===== src/rtl/fnd_pkg.sv =====
`default_nettype none
// ============================================================================
//  Module   : fnd_pkg
//  Purpose  : Shared constants and types for FND bus readback blocks:
//             active-low 7-segment glyphs ({g..a}), digit-select codes,
//             the scan-decoder state enum and a low-bit counting helper.
//  Revision : 1.0  initial release
// ============================================================================
package fnd_pkg;

  // Active-low segment glyphs, bit0=a ... bit6=g
  localparam logic [6:0] SEG_0 = 7'h40;
  localparam logic [6:0] SEG_1 = 7'h79;
  localparam logic [6:0] SEG_2 = 7'h24;
  localparam logic [6:0] SEG_3 = 7'h30;
  localparam logic [6:0] SEG_4 = 7'h19;
  localparam logic [6:0] SEG_5 = 7'h12;
  localparam logic [6:0] SEG_6 = 7'h02;
  localparam logic [6:0] SEG_7 = 7'h78;
  localparam logic [6:0] SEG_8 = 7'h00;
  localparam logic [6:0] SEG_9 = 7'h10;
  localparam logic [6:0] SEG_A = 7'h08;
  localparam logic [6:0] SEG_B = 7'h03;
  localparam logic [6:0] SEG_C = 7'h46;
  localparam logic [6:0] SEG_D = 7'h21;
  localparam logic [6:0] SEG_E = 7'h06;
  localparam logic [6:0] SEG_F = 7'h0E;

  // Active-low digit selects
  localparam logic [3:0] COM_DIG0 = 4'b1110;
  localparam logic [3:0] COM_DIG1 = 4'b1101;
  localparam logic [3:0] COM_DIG2 = 4'b1011;
  localparam logic [3:0] COM_DIG3 = 4'b0111;
  localparam logic [3:0] COM_NONE = 4'b1111;

  typedef enum logic [1:0] {
    ST_IDLE   = 2'd0,
    ST_SETTLE = 2'd1,
    ST_HOLD   = 2'd2
  } fnd_state_e;

  // Number of asserted (low) bits in a digit-select code
  function automatic logic [2:0] low_count(input logic [3:0] c);
    logic [2:0] n;
    n = 3'd0;
    for (int i = 0; i < 4; i++) begin
      n = n + {2'b00, ~c[i]};
    end
    return n;
  endfunction

endpackage
`default_nettype wire


===== src/rtl/seg7_to_hex.sv =====
`default_nettype none
// ============================================================================
//  Module   : seg7_to_hex
//  Purpose  : Combinational inverse of the hex 7-segment table.
//  Ports    : seg    in  [6:0] active-low segments {g..a}
//             nibble out [3:0] decoded hex value (0 when no hit)
//             hit    out       1 when seg matches a hex glyph
//  Note     : blank (7'h7F) and any non-glyph pattern report hit=0.
//  Revision : 1.0  initial release
// ============================================================================
module seg7_to_hex
  import fnd_pkg::*;
(
  input  logic [6:0] seg,
  output logic [3:0] nibble,
  output logic       hit
);

  always_comb begin
    nibble = 4'h0;
    hit    = 1'b1;
    case (seg)
      SEG_0:   nibble = 4'h0;
      SEG_1:   nibble = 4'h1;
      SEG_2:   nibble = 4'h2;
      SEG_3:   nibble = 4'h3;
      SEG_4:   nibble = 4'h4;
      SEG_5:   nibble = 4'h5;
      SEG_6:   nibble = 4'h6;
      SEG_7:   nibble = 4'h7;
      SEG_8:   nibble = 4'h8;
      SEG_9:   nibble = 4'h9;
      SEG_A:   nibble = 4'hA;
      SEG_B:   nibble = 4'hB;
      SEG_C:   nibble = 4'hC;
      SEG_D:   nibble = 4'hD;
      SEG_E:   nibble = 4'hE;
      SEG_F:   nibble = 4'hF;
      default: hit    = 1'b0;
    endcase
  end

endmodule
`default_nettype wire


===== src/rtl/fnd_scan_decoder.sv =====
`default_nettype none
// ============================================================================
//  Module   : fnd_scan_decoder
//  Purpose  : Passive receiver for a multiplexed 4-digit FND bus. Samples
//             each digit once its select has been stable for SETTLE_CYCLES,
//             decodes it, and publishes a coherent 16-bit frame once all
//             four digits have been captured.
//  Ports    : clk, reset_p (async, active-high)
//             com[3:0]   active-low digit select (1110 = digit0)
//             seg_7[7:0] active-low segments, bit7 = dp
//             value[15:0]  last complete frame {d3,d2,d1,d0}
//             frame_valid  pulse when value updates
//             seg_err      pulse on undecodable settled digit
//             com_err      pulse on entry to a multi-low select code
//             stale        level, no frame within TIMEOUT_CYCLES
//             dp_out[3:0]  per-digit decimal point state
//  Options  : `define FND_DP_CAPTURE_EN to capture decimal points into
//             dp_out; otherwise dp_out is tied low.
//  Revision : 1.0  initial release
// ============================================================================
module fnd_scan_decoder
  import fnd_pkg::*;
#(
  parameter int SETTLE_CYCLES  = 8,
  parameter int TIMEOUT_CYCLES = 1000000
) (
  input  logic        clk,
  input  logic        reset_p,
  input  logic [3:0]  com,
  input  logic [7:0]  seg_7,
  output logic [15:0] value,
  output logic        frame_valid,
  output logic        seg_err,
  output logic        com_err,
  output logic        stale,
  output logic [3:0]  dp_out
);

  localparam int CW = $clog2(SETTLE_CYCLES) + 1;
  localparam int TW = $clog2(TIMEOUT_CYCLES + 1);
  localparam logic [CW-1:0] SETTLE_LAST = CW'(SETTLE_CYCLES - 1);
  localparam logic [TW-1:0] TIMEOUT_MAX = TW'(TIMEOUT_CYCLES);

  logic [3:0]    com_q, com_prev;
  logic [7:0]    seg_q;
  fnd_state_e    state;
  logic [CW-1:0] cnt;
  logic [15:0]   shadow, shadow_nxt;
  logic [3:0]    seen, seen_nxt;
  logic [TW-1:0] tcnt;

  logic [3:0] dec_nib;
  logic       dec_hit;
  logic [2:0] n_low;
  logic       com_changed, com_valid, com_bad;
  logic [3:0] dig_sel;
  logic       capture_fire, capture_ok, frame_done;

  seg7_to_hex u_dec (
    .seg    (seg_q[6:0]),
    .nibble (dec_nib),
    .hit    (dec_hit)
  );

  assign n_low       = low_count(com_q);
  assign com_changed = (com_q != com_prev);
  assign com_valid   = (n_low == 3'd1);
  assign com_bad     = (n_low >= 3'd2);
  // A valid select is one-hot-low, so its inverse is the digit one-hot.
  assign dig_sel     = ~com_q;

  // Capture on the last settle cycle only if the select did not move on it.
  assign capture_fire = (state == ST_SETTLE) && !com_changed && (cnt == SETTLE_LAST);
  assign capture_ok   = capture_fire && dec_hit;
  assign seen_nxt     = seen | (capture_ok ? dig_sel : 4'h0);
  assign frame_done   = capture_ok && (seen_nxt == 4'hF);

  for (genvar i = 0; i < 4; i++) begin : g_digit
    assign shadow_nxt[4*i +: 4] = (capture_ok && dig_sel[i]) ? dec_nib : shadow[4*i +: 4];
  end

  always_ff @(posedge clk or posedge reset_p) begin
    if (reset_p) begin
      com_q       <= COM_NONE;
      com_prev    <= COM_NONE;
      seg_q       <= 8'hFF;
      state       <= ST_IDLE;
      cnt         <= '0;
      shadow      <= '0;
      seen        <= '0;
      tcnt        <= '0;
      value       <= '0;
      frame_valid <= 1'b0;
      seg_err     <= 1'b0;
      com_err     <= 1'b0;
      stale       <= 1'b0;
    end else begin
      com_q       <= com;
      com_prev    <= com_q;
      seg_q       <= seg_7;
      frame_valid <= 1'b0;
      seg_err     <= capture_fire && !dec_hit;
      com_err     <= com_changed && com_bad;

      case (state)
        ST_IDLE: begin
          if (com_valid) begin
            state <= ST_SETTLE;
            cnt   <= '0;
          end
        end
        ST_SETTLE, ST_HOLD: begin
          if (com_changed) begin
            state <= com_valid ? ST_SETTLE : ST_IDLE;
            cnt   <= '0;
          end else if (state == ST_SETTLE) begin
            if (cnt == SETTLE_LAST) state <= ST_HOLD;
            else                    cnt   <= cnt + 1'b1;
          end
        end
        default: state <= ST_IDLE;
      endcase

      shadow <= shadow_nxt;
      if (frame_done) begin
        value       <= shadow_nxt;
        frame_valid <= 1'b1;
        seen        <= '0;
        tcnt        <= '0;
        stale       <= 1'b0;
      end else begin
        seen <= seen_nxt;
        if (tcnt != TIMEOUT_MAX) begin
          tcnt  <= tcnt + 1'b1;
          stale <= (tcnt == TIMEOUT_MAX - 1'b1);
        end
      end
    end
  end

`ifdef FND_DP_CAPTURE_EN
  logic [3:0] dp_shadow, dp_shadow_nxt, dp_reg;

  // dp is active-low on the bus; store it as 1 = lit.
  assign dp_shadow_nxt = capture_ok ? ((dp_shadow & ~dig_sel) | (dig_sel & {4{~seg_q[7]}}))
                                    : dp_shadow;

  always_ff @(posedge clk or posedge reset_p) begin
    if (reset_p) begin
      dp_shadow <= '0;
      dp_reg    <= '0;
    end else begin
      dp_shadow <= dp_shadow_nxt;
      if (frame_done) dp_reg <= dp_shadow_nxt;
    end
  end

  assign dp_out = dp_reg;
`else
  logic unused_dp;
  assign unused_dp = seg_q[7];
  assign dp_out    = 4'b0000;
`endif

endmodule
`default_nettype wire


===== config.mk =====
export PLATFORM = sky130hd
export DESIGN_NAME = fnd_scan_decoder
export DESIGN_NICKNAME = d
export VERILOG_FILES = /design/src/rtl/fnd_pkg.sv /design/src/rtl/seg7_to_hex.sv /design/src/rtl/fnd_scan_decoder.sv
export SDC_FILE = /design/constraint.sdc
export NUM_CORES = 1
export LEC_CHECK = 0
export CAP_MARGIN = 0
export CORE_ASPECT_RATIO = 0.7
export CORE_MARGIN = 5
export CORE_UTILIZATION = 30
export CTS_BUF_LIST = sky130_fd_sc_hd__clkbuf_2 sky130_fd_sc_hd__clkbuf_4 sky130_fd_sc_hd__clkbuf_8
export CTS_CLUSTER_DIAMETER = 150
export CTS_CLUSTER_SIZE = 10
export DETAILED_ROUTE_END_ITERATION = 8
export PLACE_DENSITY_LB_ADDON = 0.05
export SETUP_SLACK_MARGIN = 0.5
export SLEW_MARGIN = 10
export SYNTH_ARGS = -nofsm -noshare
export SYNTH_HDL_FRONTEND = slang
export SYNTH_SLANG_ARGS = --single-unit

===== constraint.sdc =====
create_clock -name clk -period 4.7 [get_ports clk]
set_input_delay 0.94 -clock clk [delete_from_list [all_inputs] [get_ports clk]]
set_output_delay 0.94 -clock clk [all_outputs]
set_load 0.02 [all_outputs]

==> metrics.md <==
| Metric | Value |
|---|---|
| Fmax | 344 MHz |
| Cts bufs inserted | 9 |
| Design Power | approximately 1.4 mW |
| Pre-Repair DR Iteration Count | 4 |
| Final WL | 8.76 mm |
| Final Hold Viols | 0 |
| CP Cell Sequence | or3b_1, a211o_1, o311ai_4, or2_1, nor4b_4, nor3_1 |
| Htree depth | 3 |
| Layout cells sized above 1 | 13.6% |
| Worst-case reg-to-reg path depth | 6 |
| Worst Path Max Fanout | 19 |
| Initial DRC Count | 214 |
| Reg-to-reg endpoint | stale |
| Final-report setup violation count | 0 |
| Clock tree buffer depth | 2 |
| Final Non-Filler Cells | 600 |
| RSZ-0062 raised after global routing | false |
| Synthesized flop and latch total | 81 |
| Worst-skew pair later-pin latency | between 0.3 and 0.4 ns |
| Gp weighted congestion | between 0.7 and 0.8 |
| Tot GR Track Use | 11.7% |
| Max Cap Violations | 0 |
| Worst setup EP type | flop |
| IO Pins | 38 |
| Core ar. | 0.0131 mm2 |
| Postcts setup bufs | 0 |
| CP required | 4.92 ns |
| Post-Syn Instances | 397 |
| Ant diodes | 0 |
| Die X | around 150 um |
| Chip height | 107 um |
| Vias per std cell | 4.73 |
| Area growth syn-to-layout | 16.4% |
| CTS Root Cell | clkbuf_8 |
| Hold Crit Depth | 0 |
| Wire per inst | 14.6 um |
| Cell area power density | 303 mW/mm2 |
| Final-report max-slew violation count | 0 |
| Crit path capture | stale |
| Register area share after synthesis | 50.9% |
| Post-cts gate resize count | 0 |
| Total gr overflow | 0 |
| DIE AREA | 0.0159 mm2 |
| Most common cell after layout, fill and taps aside | nor2_1 |
| Synth Flop Type | dfrtp_1 |
| CP Data Arrival Time | 3.13 ns |
| Vias after detailed routing | 2,837 |
| R2r setup slk | 1.80 ns |
| Synth unique cells | 60 |
| HP Class | reg -> reg |
| Status | completed |
| FP Rows | 35 |
| Vias in the first global route | about 2,700 |
| LEAKAGE | 1.97 nW |
| Post-route ant nets | 0 |
| Largest net degree at the start of global routing | 52 |
| CP max stage delay | 0.73 ns |
| Final Cell Area | 0.00468 mm2 |
| Placed cell area | 0.00447 mm2 |
| VDD IR max | roughly 0.00012 V |
| Slew @ Worst Pin | 1.09 ns |
| Sink Count | 81 |
| I/O Buffers | 32 |
| Initial antenna violation count | 0 |
| # hold bufs at CTS | 0 |
| # placed instances | slightly below 600 |
| Cell Area, Synth | around 0.0040 mm2 |
| Crit path kind | reg -> reg |
| Dpl hpwl | 6.04 mm |
| Final-stage net count | 453 |
| Tcrit/Tclk final | 61.8% |
| Post-synthesis average cell area | 10.1 um2 |
| Clock skew after layout | 0.00864 ns |
| Setup TNS Final | 0 ns |
| Synth async-reset ratio | 100% |
| Slew margin rel. | 26.6% |
| Final min period | 2.90 ns |
| EDFF count, synth | 0 |
| Core Util, Final | 35.6% |
| Setup crit start | seg_q[3] |
| Startpoint Class | flop |
| Warning count from the yosys run | 0 |
| Most frequent cells in the layout | nor2_1 (70), dfrtp_1 (66), nand2_1 (32), clkdlybuf4s50_1 (32), a21oi_1 (23) |
| Slowest cell on crit path | dfstp_2 |
| FF-to-FF Start | seg_q[3] |
| Initial core utilization | between 30% and 40% |
| DR DRC count | 0 |
| First-pass GRT wire length | 14.8 mm |
| CTS tree | built |
| CTS clk-pin slew, worst paths | 0.08 ns |
## per-layer routing
layer	track usage, %	wire length [um]	up-vias	share of wire, %
met2	15.8	3550	49	41
li1	-	-	1436	-
met5	0	0	-	0
met3	3.34	370	5	4.2
met1	18.1	4800	1347	55
met4	2.97	29	0	0.33
## synth_stat cells, types with 4 or more instances
cell | count | share of area, %
nand4_1 | 6 | 0.93
a22o_1 | 5 | 1.1
dfstp_2 | 15 | 9.8
mux2_2 | 5 | 1.4
xnor2_1 | 11 | 2.4
buf_2 | 7 | 0.87
nor2_1 | 70 | 6.5
o21ai_0 | 7 | 0.87
inv_1 | 16 | 1.5
xor2_1 | 14 | 3.0
o31ai_2 | 8 | 2.5
ha_1 | 9 | 2.8
a21oi_1 | 23 | 2.9
dfrtp_1 | 66 | 41
nor3_1 | 13 | 1.6
nor3b_1 | 4 | 0.75
nand2_1 | 32 | 3.0
nand3_1 | 17 | 2.1
buf_4 | 7 | 1.3
o31ai_1 | 5 | 0.93
## critical path: cells and delay by family (launching register included)
kind / cells / cell delay, ns
flip-flops: 1 / 0.73
AO/OA/AOI/OAI: 2 / 0.48
AND/OR/NAND/NOR: 4 / 1.57
## flip-flops by register name, summed over array words and instances, names as in the netlist
signal,flops
com_prev,4
state,2
com_q,4
seen,4
frame_valid,1
cnt,4
value,16
seg_err,1
seg_q,7
stale,1
com_err,1
tcnt,20
shadow,16
## cell families (layout without fill, tap and decap cells)
logic type / count (synthesis) / count (layout) / share of synthesized area, %
muxes: 6 / 6 / 1.65
xor gates and xnor gates: 25 / 25 / 5.44
buffers and inverters: 34 / 68 / 4.42
DFF: 81 / 81 / 50.9
AOI/OAI and AO/OA: 69 / 69 / 13.4
other: 1 / 4 / 0.0933
adders and majority gates: 10 / 10 / 3.30
and+or+nand+nor: 171 / 171 / 20.8
## power by group
group | total (mW) | switching, mW | internal, mW | leakage, nW
combinational | 0.148 | 0.0881 | 0.0598 | 0.795
clock | 0.534 | 0.248 | 0.285 | 0.110
sequential | 0.739 | 0.0228 | 0.716 | 1.06
total | 1.42 | 0.359 | 1.06 | 1.97
## area by class of cell
cell class | count | area (um2)
multi-input combinational | 285 | 1810
clock inverter | 3 | 40.0
fill | 1310 | 8460
tap | 166 | 208
clock buffer | 13 | 166
sequential | 81 | 2050
timing repair buffer | 36 | 350
inverter | 16 | 61.3
## stage by stage
step / setup WS [ns] / hold WS, ns
global route: 1.63 / 0.418
global placement: 1.78 / 0.406
detailed placement: 1.79 / 0.398
CTS: 1.77 / 0.411
floorplan: 1.70 / 0.381
finish: 1.80 / 0.407
## how the worst min path moves through the flow
| stage | from | endpoint | slack, ns |
|---|---|---|---|
| 2_1_floorplan | com_q[2] | com_prev[2] | 0.38 |
| 3_3_place_gp | com_q[2] | com_prev[2] | 0.41 |
| 3_5_place_dp | com_q[2] | com_prev[2] | 0.40 |
| 4_1_cts | com_q[2] | com_prev[2] | 0.41 |
| 5_1_grt | com_q[2] | com_prev[2] | 0.42 |
| 6_report | com_q[2] | com_prev[2] | 0.41 |
Note: power is estimated with default switching activity, not from simulation.
